**src/rtl/datapath_bip3.sv**
```systemverilog
// BIP-3 accumulator datapath: configurable-width ACC, extended ALU with registered
// Z/N/C/V flags, and an iterative shift-add multiplier with busy/done handshake.
module datapath_bip3 #(
  parameter int DATA_W    = 16,
  parameter int OPERAND_W = 11,
  parameter int SIGN_EXT  = 1
) (
  input  logic                 clock_i,
  input  logic                 reset_i,
  input  logic [1:0]           selA_i,
  input  logic                 selB_i,
  input  logic                 WRACC_i,
  input  logic [3:0]           op_i,
  input  logic [OPERAND_W-1:0] operand_i,
  input  logic [DATA_W-1:0]    dm_out_data,
  output logic [DATA_W-1:0]    dm_in_data,
  output logic [OPERAND_W-1:0] dm_addr,
  output logic [DATA_W-1:0]    ext_o,
  output logic                 flagZ_o,
  output logic                 flagN_o,
  output logic                 flagC_o,
  output logic                 flagV_o,
  output logic                 busy_o,
  output logic                 done_o
);

  localparam int SH_W  = $clog2(DATA_W);
  localparam int CNT_W = $clog2(DATA_W + 1);
  localparam logic [CNT_W-1:0] CNT_LAST = CNT_W'(DATA_W - 1);

  localparam logic [3:0] OP_ADD = 4'b0000;
  localparam logic [3:0] OP_SUB = 4'b0001;
  localparam logic [3:0] OP_AND = 4'b0010;
  localparam logic [3:0] OP_OR  = 4'b0011;
  localparam logic [3:0] OP_XOR = 4'b0100;
  localparam logic [3:0] OP_NOT = 4'b0101;
  localparam logic [3:0] OP_SHL = 4'b0110;
  localparam logic [3:0] OP_SHR = 4'b0111;
  localparam logic [3:0] OP_MUL = 4'b1000;
  localparam logic [3:0] OP_CMP = 4'b1001;

  typedef enum logic {S_IDLE, S_RUN} state_e;

  state_e                r_state;
  logic [DATA_W-1:0]     r_acc;
  logic                  r_z, r_n, r_c, r_v;
  logic                  r_busy, r_done;
  logic [2*DATA_W-1:0]   r_mcand;
  logic [DATA_W-1:0]     r_mplier;
  logic [2*DATA_W-1:0]   r_prod;
  logic [CNT_W-1:0]      r_cnt;

  logic [DATA_W-1:0]     w_ext;
  logic [DATA_W-1:0]     w_b;
  logic [SH_W-1:0]       w_shamt;
  logic [DATA_W:0]       w_sum, w_diff, w_shl, w_shr;
  logic [2*DATA_W-1:0]   w_prod_next;
  logic [DATA_W-1:0]     w_res;
  logic                  w_c, w_v, w_acc_we, w_flags_we;

  for (genvar g = 0; g < DATA_W; g++) begin : g_ext
    if (g < OPERAND_W) begin : g_pass
      assign w_ext[g] = operand_i[g];
    end else begin : g_fill
      assign w_ext[g] = (SIGN_EXT != 0) ? operand_i[OPERAND_W-1] : 1'b0;
    end
  end

  assign ext_o      = w_ext;
  assign dm_addr    = operand_i;
  assign dm_in_data = r_acc;
  assign flagZ_o    = r_z;
  assign flagN_o    = r_n;
  assign flagC_o    = r_c;
  assign flagV_o    = r_v;
  assign busy_o     = r_busy;
  assign done_o     = r_done;

  assign w_b     = selB_i ? w_ext : dm_out_data;
  assign w_shamt = w_b[SH_W-1:0];
  assign w_sum   = {1'b0, r_acc} + {1'b0, w_b};
  assign w_diff  = {1'b0, r_acc} - {1'b0, w_b};
  // The extra bit on each shift catches the last bit shifted out (0 for amount 0).
  assign w_shl   = {1'b0, r_acc} << w_shamt;
  assign w_shr   = {r_acc, 1'b0} >> w_shamt;
  assign w_prod_next = r_prod + (r_mplier[0] ? r_mcand : '0);

  // NOTE: every always_comb output gets a default first so no latch is inferred.
  always_comb begin
    w_res      = r_acc;
    w_c        = 1'b0;
    w_v        = 1'b0;
    w_acc_we   = 1'b1;
    w_flags_we = 1'b1;
    case (op_i)
      OP_ADD: begin
        w_res = w_sum[DATA_W-1:0];
        w_c   = w_sum[DATA_W];
        w_v   = (r_acc[DATA_W-1] == w_b[DATA_W-1]) && (w_res[DATA_W-1] != r_acc[DATA_W-1]);
      end
      OP_SUB, OP_CMP: begin
        w_res    = w_diff[DATA_W-1:0];
        w_c      = w_diff[DATA_W];
        w_v      = (r_acc[DATA_W-1] != w_b[DATA_W-1]) && (w_res[DATA_W-1] != r_acc[DATA_W-1]);
        w_acc_we = (op_i == OP_SUB);
      end
      OP_AND: w_res = r_acc & w_b;
      OP_OR:  w_res = r_acc | w_b;
      OP_XOR: w_res = r_acc ^ w_b;
      OP_NOT: w_res = ~r_acc;
      OP_SHL: begin
        w_res = w_shl[DATA_W-1:0];
        w_c   = w_shl[DATA_W];
      end
      OP_SHR: begin
        w_res = w_shr[DATA_W:1];
        w_c   = w_shr[0];
      end
      default: begin
        w_acc_we   = 1'b0;
        w_flags_we = 1'b0;
      end
    endcase
  end

  // NOTE: sequential state uses non-blocking assignments only, so every register
  // samples the pre-edge values regardless of statement order.
  always_ff @(posedge clock_i or posedge reset_i) begin
    if (reset_i) begin
      r_state  <= S_IDLE;
      r_acc    <= '0;
      r_z      <= 1'b0;
      r_n      <= 1'b0;
      r_c      <= 1'b0;
      r_v      <= 1'b0;
      r_busy   <= 1'b0;
      r_done   <= 1'b0;
      r_mcand  <= '0;
      r_mplier <= '0;
      r_prod   <= '0;
      r_cnt    <= '0;
    end else begin
      r_done <= 1'b0;
      case (r_state)
        S_IDLE: begin
          if (WRACC_i) begin
            case (selA_i)
              2'b00: r_acc <= dm_out_data;
              2'b01: r_acc <= w_ext;
              2'b10: begin
                if (op_i == OP_MUL) begin
                  r_mcand  <= {{DATA_W{1'b0}}, w_b};
                  r_mplier <= r_acc;
                  r_prod   <= '0;
                  r_cnt    <= '0;
                  r_busy   <= 1'b1;
                  r_state  <= S_RUN;
                end else begin
                  if (w_acc_we) r_acc <= w_res;
                  if (w_flags_we) begin
                    r_z <= (w_res == '0);
                    r_n <= w_res[DATA_W-1];
                    r_c <= w_c;
                    r_v <= w_v;
                  end
                end
              end
              default: ;
            endcase
          end
        end
        S_RUN: begin
          r_prod   <= w_prod_next;
          r_mcand  <= r_mcand << 1;
          r_mplier <= r_mplier >> 1;
          r_cnt    <= r_cnt + 1'b1;
          if (r_cnt == CNT_LAST) begin
            r_acc   <= w_prod_next[DATA_W-1:0];
            r_z     <= (w_prod_next[DATA_W-1:0] == '0);
            r_n     <= w_prod_next[DATA_W-1];
            r_c     <= |w_prod_next[2*DATA_W-1:DATA_W];
            r_v     <= |w_prod_next[2*DATA_W-1:DATA_W];
            r_busy  <= 1'b0;
            r_done  <= 1'b1;
            r_state <= S_IDLE;
          end
        end
        default: r_state <= S_IDLE;
      endcase
    end
  end

endmodule

```
**config.mk**
```make
export PLATFORM = sky130hd
export DESIGN_NAME = datapath_bip3
export DESIGN_NICKNAME = d
export VERILOG_FILES = /design/src/rtl/datapath_bip3.sv
export SDC_FILE = /design/constraint.sdc
export NUM_CORES = 1
export LEC_CHECK = 0
export CORE_ASPECT_RATIO = 0.5
export CORE_MARGIN = 10
export CORE_UTILIZATION = 43
export CTS_BUF_LIST = sky130_fd_sc_hd__clkbuf_8 sky130_fd_sc_hd__clkbuf_16
export CTS_CLUSTER_SIZE = 25
export DETAILED_ROUTE_END_ITERATION = 8
export PLACE_DENSITY = 0.65
export SLEW_MARGIN = 10
export SYNTH_ARGS = -nofsm -noshare
export SYNTH_HDL_FRONTEND = slang
export SYNTH_SLANG_ARGS = --single-unit
```
**constraint.sdc**
```tcl
create_clock -name clock_i -period 4.33 [get_ports clock_i]
set_input_delay 0.866 -clock clock_i [delete_from_list [all_inputs] [get_ports clock_i]]
set_output_delay 0.866 -clock clock_i [all_outputs]
set_load 0.05 [all_outputs]
```
==> flow_metrics.py, run 1 <==
metrics = {
    "floorplanning": {
        "die_w_um": 255,
        "rows": 42,
        "die_area_mm2": 0.0350,
        "dieHeight_um": 137,
        "start_util_pct": 44.2,
        "coreArea_mm2": 0.0268,
        "ios": 86,
    },
    "sta": {
        "hold_slack_ns": 0.484,
        "worstMarginPinSlew_ns": 0.931,
        "setup_viol": 0,
        "finalCritPeriodShare_pct": 96.9,
        "maxSlewHeadroom_pct": 37.9,
        "period_needed_ns": 4.19,
        "slew_viol_final": 0,
        "fmax_mhz": 238,
        "skew_ns": 0.00763,
        "final-hold-violation-count": 0,
    },
    "yosys": {
        "synth_cell_type_count": 80,
        "synthesis.nets": 1684,
        "ys_seq_elements": 108,
        "yosysWarningCount": 0,
        "ys.flop_type": "dfrtp_1",
        "synth_cells": 1548,
        "synth_edf_count": 0,
        "synth_area_mm2": 0.0119,
        "async_flop_share_pct": 100,
        "syn_avg_cell_area_um2": 7.66,
        "synth.yosys.seq_area_share_pct": 22.8,
    },
    "global_routing": {
        "antenna_found_initial": 3,
        "overflow": 0,
        "grt_max_degree": 90,
        "grt_usage_pct": 29.6,
        "grt_pass1_wl_mm": 79.0,
        "first_global_vias": 12812,
    },
    "flow_run": {
        "cap_violations": 0,
    },
    "placed_design": {
        "dp_hpwl_mm": 41.8,
        "gp_congestion": 0.982,
        "port_buffers": 85,
    },
    "critical_path": {
        "start_kind": "input pin",
        "cp_max_fo": 6,
        "arrival_ns": 4.43,
        "endpoint_kind": "register",
        "critPathKind": "in2reg",
        "reg2reg_from": "r_mplier[0]",
        "required_ns": 4.56,
        "crit_start": "dm_out_data[5]",
    },
    "worst_hold_path": {
        "hold_class": "reg2reg",
        "hold_start": "r_mplier[12]",
    },
    "routing": {
        "drt_first_iter_violations": 1643,
        "via_per_inst": 6.27,
        "drt-total-wl_mm": 53.0,
        "vias": 13337,
        "drc": 0,
        "dr.pass1.iters": 8,
        "wire_per_inst_um": 25.0,
        "final_antenna_net_count": 0,
    },
    "clock_tree": {
        "cts_root_buffer": "clkbuf_16",
        "cts_tree": "yes",
        "htree_levels": 3,
        "cts.sinks": 108,
        "holdBufCountCts": 0,
        "clockBufferDepth": 2,
        "path_clk_slew_ns": 0.07,
        "numCtsBuffers": 9,
        "worstSkewPairLatency_ns": 0.36,
    },
    "pwr": {
        "max-vdd-ir-drop_v": 0.000357,
        "power_mw": 9.04,
        "pwr-share-seq_pct": 19.9,
        "pwr_density_cell_mw_per_mm2": 600,
        "sw_frac_of_total_pct": 50.5,
        "p_int_mw": 4.47,
        "clkPwrFrac_pct": 9.6,
        "switchingPower_mw": 4.57,
        "comb_power_share_pct": 70.6,
        "leakage_nw": 6.80,
    },
    "finish": {
        "nNetsFinal": 1904,
        "post-route-util_pct": 56.3,
        "syn2layout_area_growth_pct": 27.2,
        "drive_above_1_share_pct": 19.4,
    },
    "run_status": {
        "outcome": "completed",
    },
}
kinds of logic (layout without fill, tap and decap cells):
group / after synthesis / count (layout) / synth area share, %
buffers and inverters: 205 / 430 / 7.41
multiplexers: 64 / 64 / 6.95
adder cells (fa/ha/maj): 99 / 99 / 10.6
AND/OR/NAND/NOR: 525 / 525 / 21.2
AO/OA/AOI/OAI: 494 / 494 / 27.0
flip-flops: 108 / 108 / 22.8
XOR/XNOR: 53 / 53 / 3.92
other: 0 / 1 / 0
cell type report:
cell class                      instances  area, um^2
Tap cell                              352         440
Inverter                               59         226
Timing Repair Buffer                  355        2970
Sequential cell                       108        2710
Clock buffer                           10         239
Fill cell                            2509       11700
Clock inverter                          6        68.8
Antenna cell                            1        2.50
Multi-Input combinational cell       1235        8420
placed cells by master (no fill, tap or decap), types with 22 or more instances in the layout:
cell type,n
xnor2_1,31
o21ai_0,117
inv_1,57
nand2_1,176
xor2_1,22
ha_1,93
and2_1,38
o211ai_1,23
nand3_1,31
dfrtp_1,107
a21oi_1,127
clkdlybuf4s50_1,81
mux2i_1,47
a211oi_1,26
nor2_1,142
buf_4,262
cells in the mapped netlist, types with 10 or more instances:
cell	n	area share, %
nand4_1	16	0.84
nor3_1	22	0.93
inv_1	58	1.8
a22o_1	20	1.5
dfrtp_1	108	23
buf_4	28	1.8
a22oi_1	21	1.3
o21ai_0	122	5.2
or4_1	11	0.70
clkbuf_1	108	3.4
a21o_1	15	0.95
o22ai_1	10	0.53
xor2_1	22	1.6
a31oi_1	17	0.90
nand2b_1	15	0.79
nor2_1	142	4.5
o211ai_1	23	1.5
nor2b_1	12	0.63
and2_1	38	2.0
a21oi_1	131	5.5
nand2_1	177	5.6
ha_1	96	10
mux2i_1	48	4.1
nand3_1	31	1.3
xnor2_1	31	2.3
a211oi_1	29	1.8
nor3b_1	10	0.63
mux4_2	13	2.5
or3_1	10	0.53
path summary, 6_finish.rpt:
check	to	slack, ns	cells past startpoint
worst max-delay path	dm_in_data[6]	0.14	15
worst min-delay path	r_mplier[11]	0.48	2
worst max register to register	flagV_o	0.15	14
worst min register to register	r_mplier[11]	0.48	2
max in group asynchronous	r_prod[25]	2.57	3
min in group asynchronous	r_prod[0]	1.05	2
sequential cells by signal, summed over array words and instances, names as in the netlist:
| signal | cells |
|---|---|
| busy_o | 1 |
| dm_in_data | 16 |
| done_o | 1 |
| flagC_o | 1 |
| flagN_o | 1 |
| flagV_o | 1 |
| flagZ_o | 1 |
| r_cnt | 5 |
| r_mcand | 32 |
| r_mplier | 16 |
| r_prod | 32 |
| r_state | 1 |
critical path, cell delays in order:
cell	delay, ns
clkdlybuf4s50_1	0.58
mux2i_1	0.11
buf_4	0.16
ha_1	0.39
and3_1	0.22
a221oi_4	0.29
buf_6	0.16
xnor2_1	0.12
a221o_1	0.38
o32a_1	0.45
buf_4	0.17
a22oi_1	0.14
a211oi_1	0.14
o21ai_1	0.17
o21ai_0	0.09
stage by stage:
step                worst slack, ns  cell area, um^2  setup TNS [ns]  std cells
CTS                          0.0248            15000               0       2120
global placement             -0.446            14600           -4.26       2103
global route                -0.0296            15100         -0.0502       2125
detailed placement           -0.463            14600           -4.85       2103
floorplan                   0.00949            11900               0       1548
finish                        0.135            15100               0       2126
power groups by stage:
stage | sequential (mW) | combinational, mW | clock, mW
finish | 1.80 | 6.38 | 0.864
global route | 1.84 | 6.79 | 0.921
CTS | 1.78 | 6.20 | 0.877
detailed placement | 1.79 | 6.13 | 0
global placement | 1.77 | 6.10 | 0
floorplan | 2.00 | 3.17 | 0
what timing repair did:
item | 4_1_cts | 5_1_grt
buffers inserted | 1 | 5
resized for setup | 10 | 19
pin swaps | 2 | 15
setup endpoints to repair | 6 | 4
layer usage:
metal	vias to the layer above	track usage, %	wire (um)
met5	-	0	13
met4	2	11.1	1680
met3	116	4.57	4590
met2	654	46.1	23100
met1	6513	40.6	23700
li1	6052	-	-
(Power assumes the default switching activity.)
==> run 2, diff against run 1 <==
--- a/config.mk
+++ b/config.mk
@@ -12,6 +12,8 @@
 export CTS_CLUSTER_SIZE = 25
 export DETAILED_ROUTE_END_ITERATION = 8
 export PLACE_DENSITY = 0.65
+export SETUP_SLACK_MARGIN = 0.2
+export SKIP_LAST_GASP = 1
 export SLEW_MARGIN = 10
 export SYNTH_ARGS = -nofsm -noshare
 export SYNTH_HDL_FRONTEND = slang
==> flow_metrics.py, run 2 (synthesized netlist as in run 1, its figures left out) <==
metrics = {
    "sta": {
        "finalCritPeriodShare_pct": 94.9,
        "setup_viol": 0,
        "final-hold-violation-count": 0,
        "rsz0062_at_grt": "yes",
        "worstMarginPinSlew_ns": 0.874,
        "slew_viol_final": 0,
        "period_needed_ns": 4.11,
        "maxSlewHeadroom_pct": 41.6,
        "finalSetupTns_ns": 0,
        "skew_ns": 0.0154,
        "fmax_mhz": 243,
    },
    "finish": {
        "top_regs": "r_mcand (32), r_prod (32)",
        "regArea_mm2": 0.00271,
        "nNetsFinal": 1911,
        "n_antenna_cell": 0,
        "layout_commonest_cell": "buf_4",
        "multiInputGateArea_mm2": 0.00863,
        "fillers": 2482,
        "syn2layout_area_growth_pct": 29.8,
        "drive_above_1_share_pct": 21.5,
        "final_cells": 2132,
        "final_cell_mix": "buf_4 (264), nand2_1 (175), nor2_1 (142)",
    },
    "floorplanning": {
        "rows": 42,
        "coreArea_mm2": 0.0268,
        "die_w_um": 255,
        "die_area_mm2": 0.0350,
        "ios": 86,
        "start_util_pct": 44.2,
        "dieHeight_um": 137,
    },
    "clock_tree": {
        "htree_levels": 3,
        "holdBufCountCts": 0,
        "path_clk_slew_ns": 0.08,
        "numCtsBuffers": 9,
        "cts.sinks": 108,
        "cts_tree": "yes",
        "worstSkewPairLatency_ns": 0.37,
        "clockBufferDepth": 2,
        "cts_root_buffer": "clkbuf_16",
    },
    "worst_hold_path": {
        "hold_path_depth": 1,
        "hold_class": "reg2reg",
        "hold_start": "r_prod[6]",
        "hold_end": "r_prod[6]",
    },
    "pwr": {
        "max-vdd-ir-drop_v": 0.000395,
        "leakage_nw": 6.87,
        "pwr-share-seq_pct": 20.3,
        "clkPwrFrac_pct": 10.7,
        "comb_power_share_pct": 69.0,
        "switchingPower_mw": 4.57,
        "pwr_density_cell_mw_per_mm2": 600,
        "p_int_mw": 4.67,
        "sw_frac_of_total_pct": 49.5,
    },
    "routing": {
        "vias": 13169,
        "final_antenna_net_count": 0,
        "drt-total-wl_mm": 51.8,
        "dr.pass1.iters": 5,
        "drc": 0,
        "wire_per_inst_um": 24.3,
        "drt_first_iter_violations": 1410,
        "via_per_inst": 6.18,
    },
    "global_routing": {
        "grt_pass1_wl_mm": 77.4,
        "grt_max_degree": 89,
        "grt_usage_pct": 28.9,
        "overflow": 0,
        "first_global_vias": 12571,
        "antenna_found_initial": 0,
    },
    "critical_path": {
        "worst-r2r-cell-count": 14,
        "critPathKind": "in2reg",
        "reg2reg_from": "r_mplier[0]",
        "arrival_ns": 4.36,
        "cp_max_fo": 3,
        "required_ns": 4.58,
        "endpoint_kind": "register",
        "timing.rr.end": "flagV_o",
        "start_kind": "input pin",
        "reg2reg_slack_ns": 0.31,
    },
    "flow_run": {
        "cap_violations": 0,
    },
    "placed_design": {
        "dp_hpwl_mm": 40.9,
        "placed_cells": 2106,
        "port_buffers": 85,
        "gp_congestion": 0.985,
    },
    "run_status": {
        "outcome": "completed",
    },
}
run 2: cell types whose count changed in the layout (fill, tap and decap cells not counted), moves of 3 or more:
| cell | delta |
|---|---|
| ha_1 | -9 |
| ha_4 | +7 |
| a21oi_1 | -4 |
| buf_6 | +4 |
| a21oi_2 | +3 |
| clkdlybuf4s50_1 | -3 |
run 2: repair_timing:
action / CTS / global route
pin swaps: 8 / 20
endpoints found under the setup margin: 14 / 12
resized for setup: 19 / 47
buffers inserted: 4 / 5
cloned: 0 / 1
run 2: area by class of cell:
type                            instances  share of cell area [%]
Tap cell                              352                    2.86
Clock buffer                           10                    1.55
Timing Repair Buffer                  362                    19.7
Clock inverter                          6                   0.756
Multi-Input combinational cell       1235                    56.1
Sequential cell                       108                    17.6
Inverter                               59                    1.47
run 2: worst max-delay path, cell delays in order:
cell and delay [ns]:
clkdlybuf4s50_1 0.51, mux2i_2 0.10, buf_4 0.15, buf_4 0.14
ha_1 0.29, a2111oi_0 0.52, o31ai_2 0.19, nand4b_1 0.18
a31oi_1 0.18, a21oi_1 0.21, o21bai_1 0.11, xor2_1 0.16
a221oi_1 0.29, buf_4 0.19, o221ai_1 0.12, o31a_1 0.15
run 2: worst max-delay path by stage:
stage | to | cells past startpoint | from
finish | flagN_o | 16 | dm_out_data[4]
global placement | flagC_o | 16 | selB_i
detailed placement | flagN_o | 15 | selB_i
CTS | flagC_o | 14 | r_mplier[0]
floorplan | flagC_o | 18 | selB_i
global route | flagC_o | 14 | r_mplier[0]
run 2: stage by stage:
step           setup slack (ns)  util (%)  instance area (um^2)  power, mW  hold slack (ns)
4_1_cts                   0.202      56.4                 15100       8.93            0.494
6_report                  0.221      57.4                 15400       9.23            0.496
2_1_floorplan             0.159         -                 12000       5.18            0.450
5_1_grt                   0.161      57.4                 15400       9.75            0.510
3_5_place_dp             -0.473      54.8                 14700       7.85            0.473
3_3_place_gp             -0.400      54.8                 14700       7.81            0.460
run 2: power by group through the flow:
stage / Combinational [mW] / Clock, mW / Sequential, mW
floorplan: 3.18 / 0 / 2.00
global placement: 5.97 / 0 / 1.84
detailed placement: 6.00 / 0 / 1.86
CTS: 6.08 / 1.00 / 1.84
global route: 6.79 / 1.04 / 1.92
finish: 6.37 / 0.990 / 1.88
run 2: metal layers:
layer | global-route usage, % | part of all wire [%]
met5 | 0 | 0
met4 | 10.5 | 3.0
met1 | 40.8 | 46
met3 | 4.04 | 7.8
met2 | 44.3 | 43
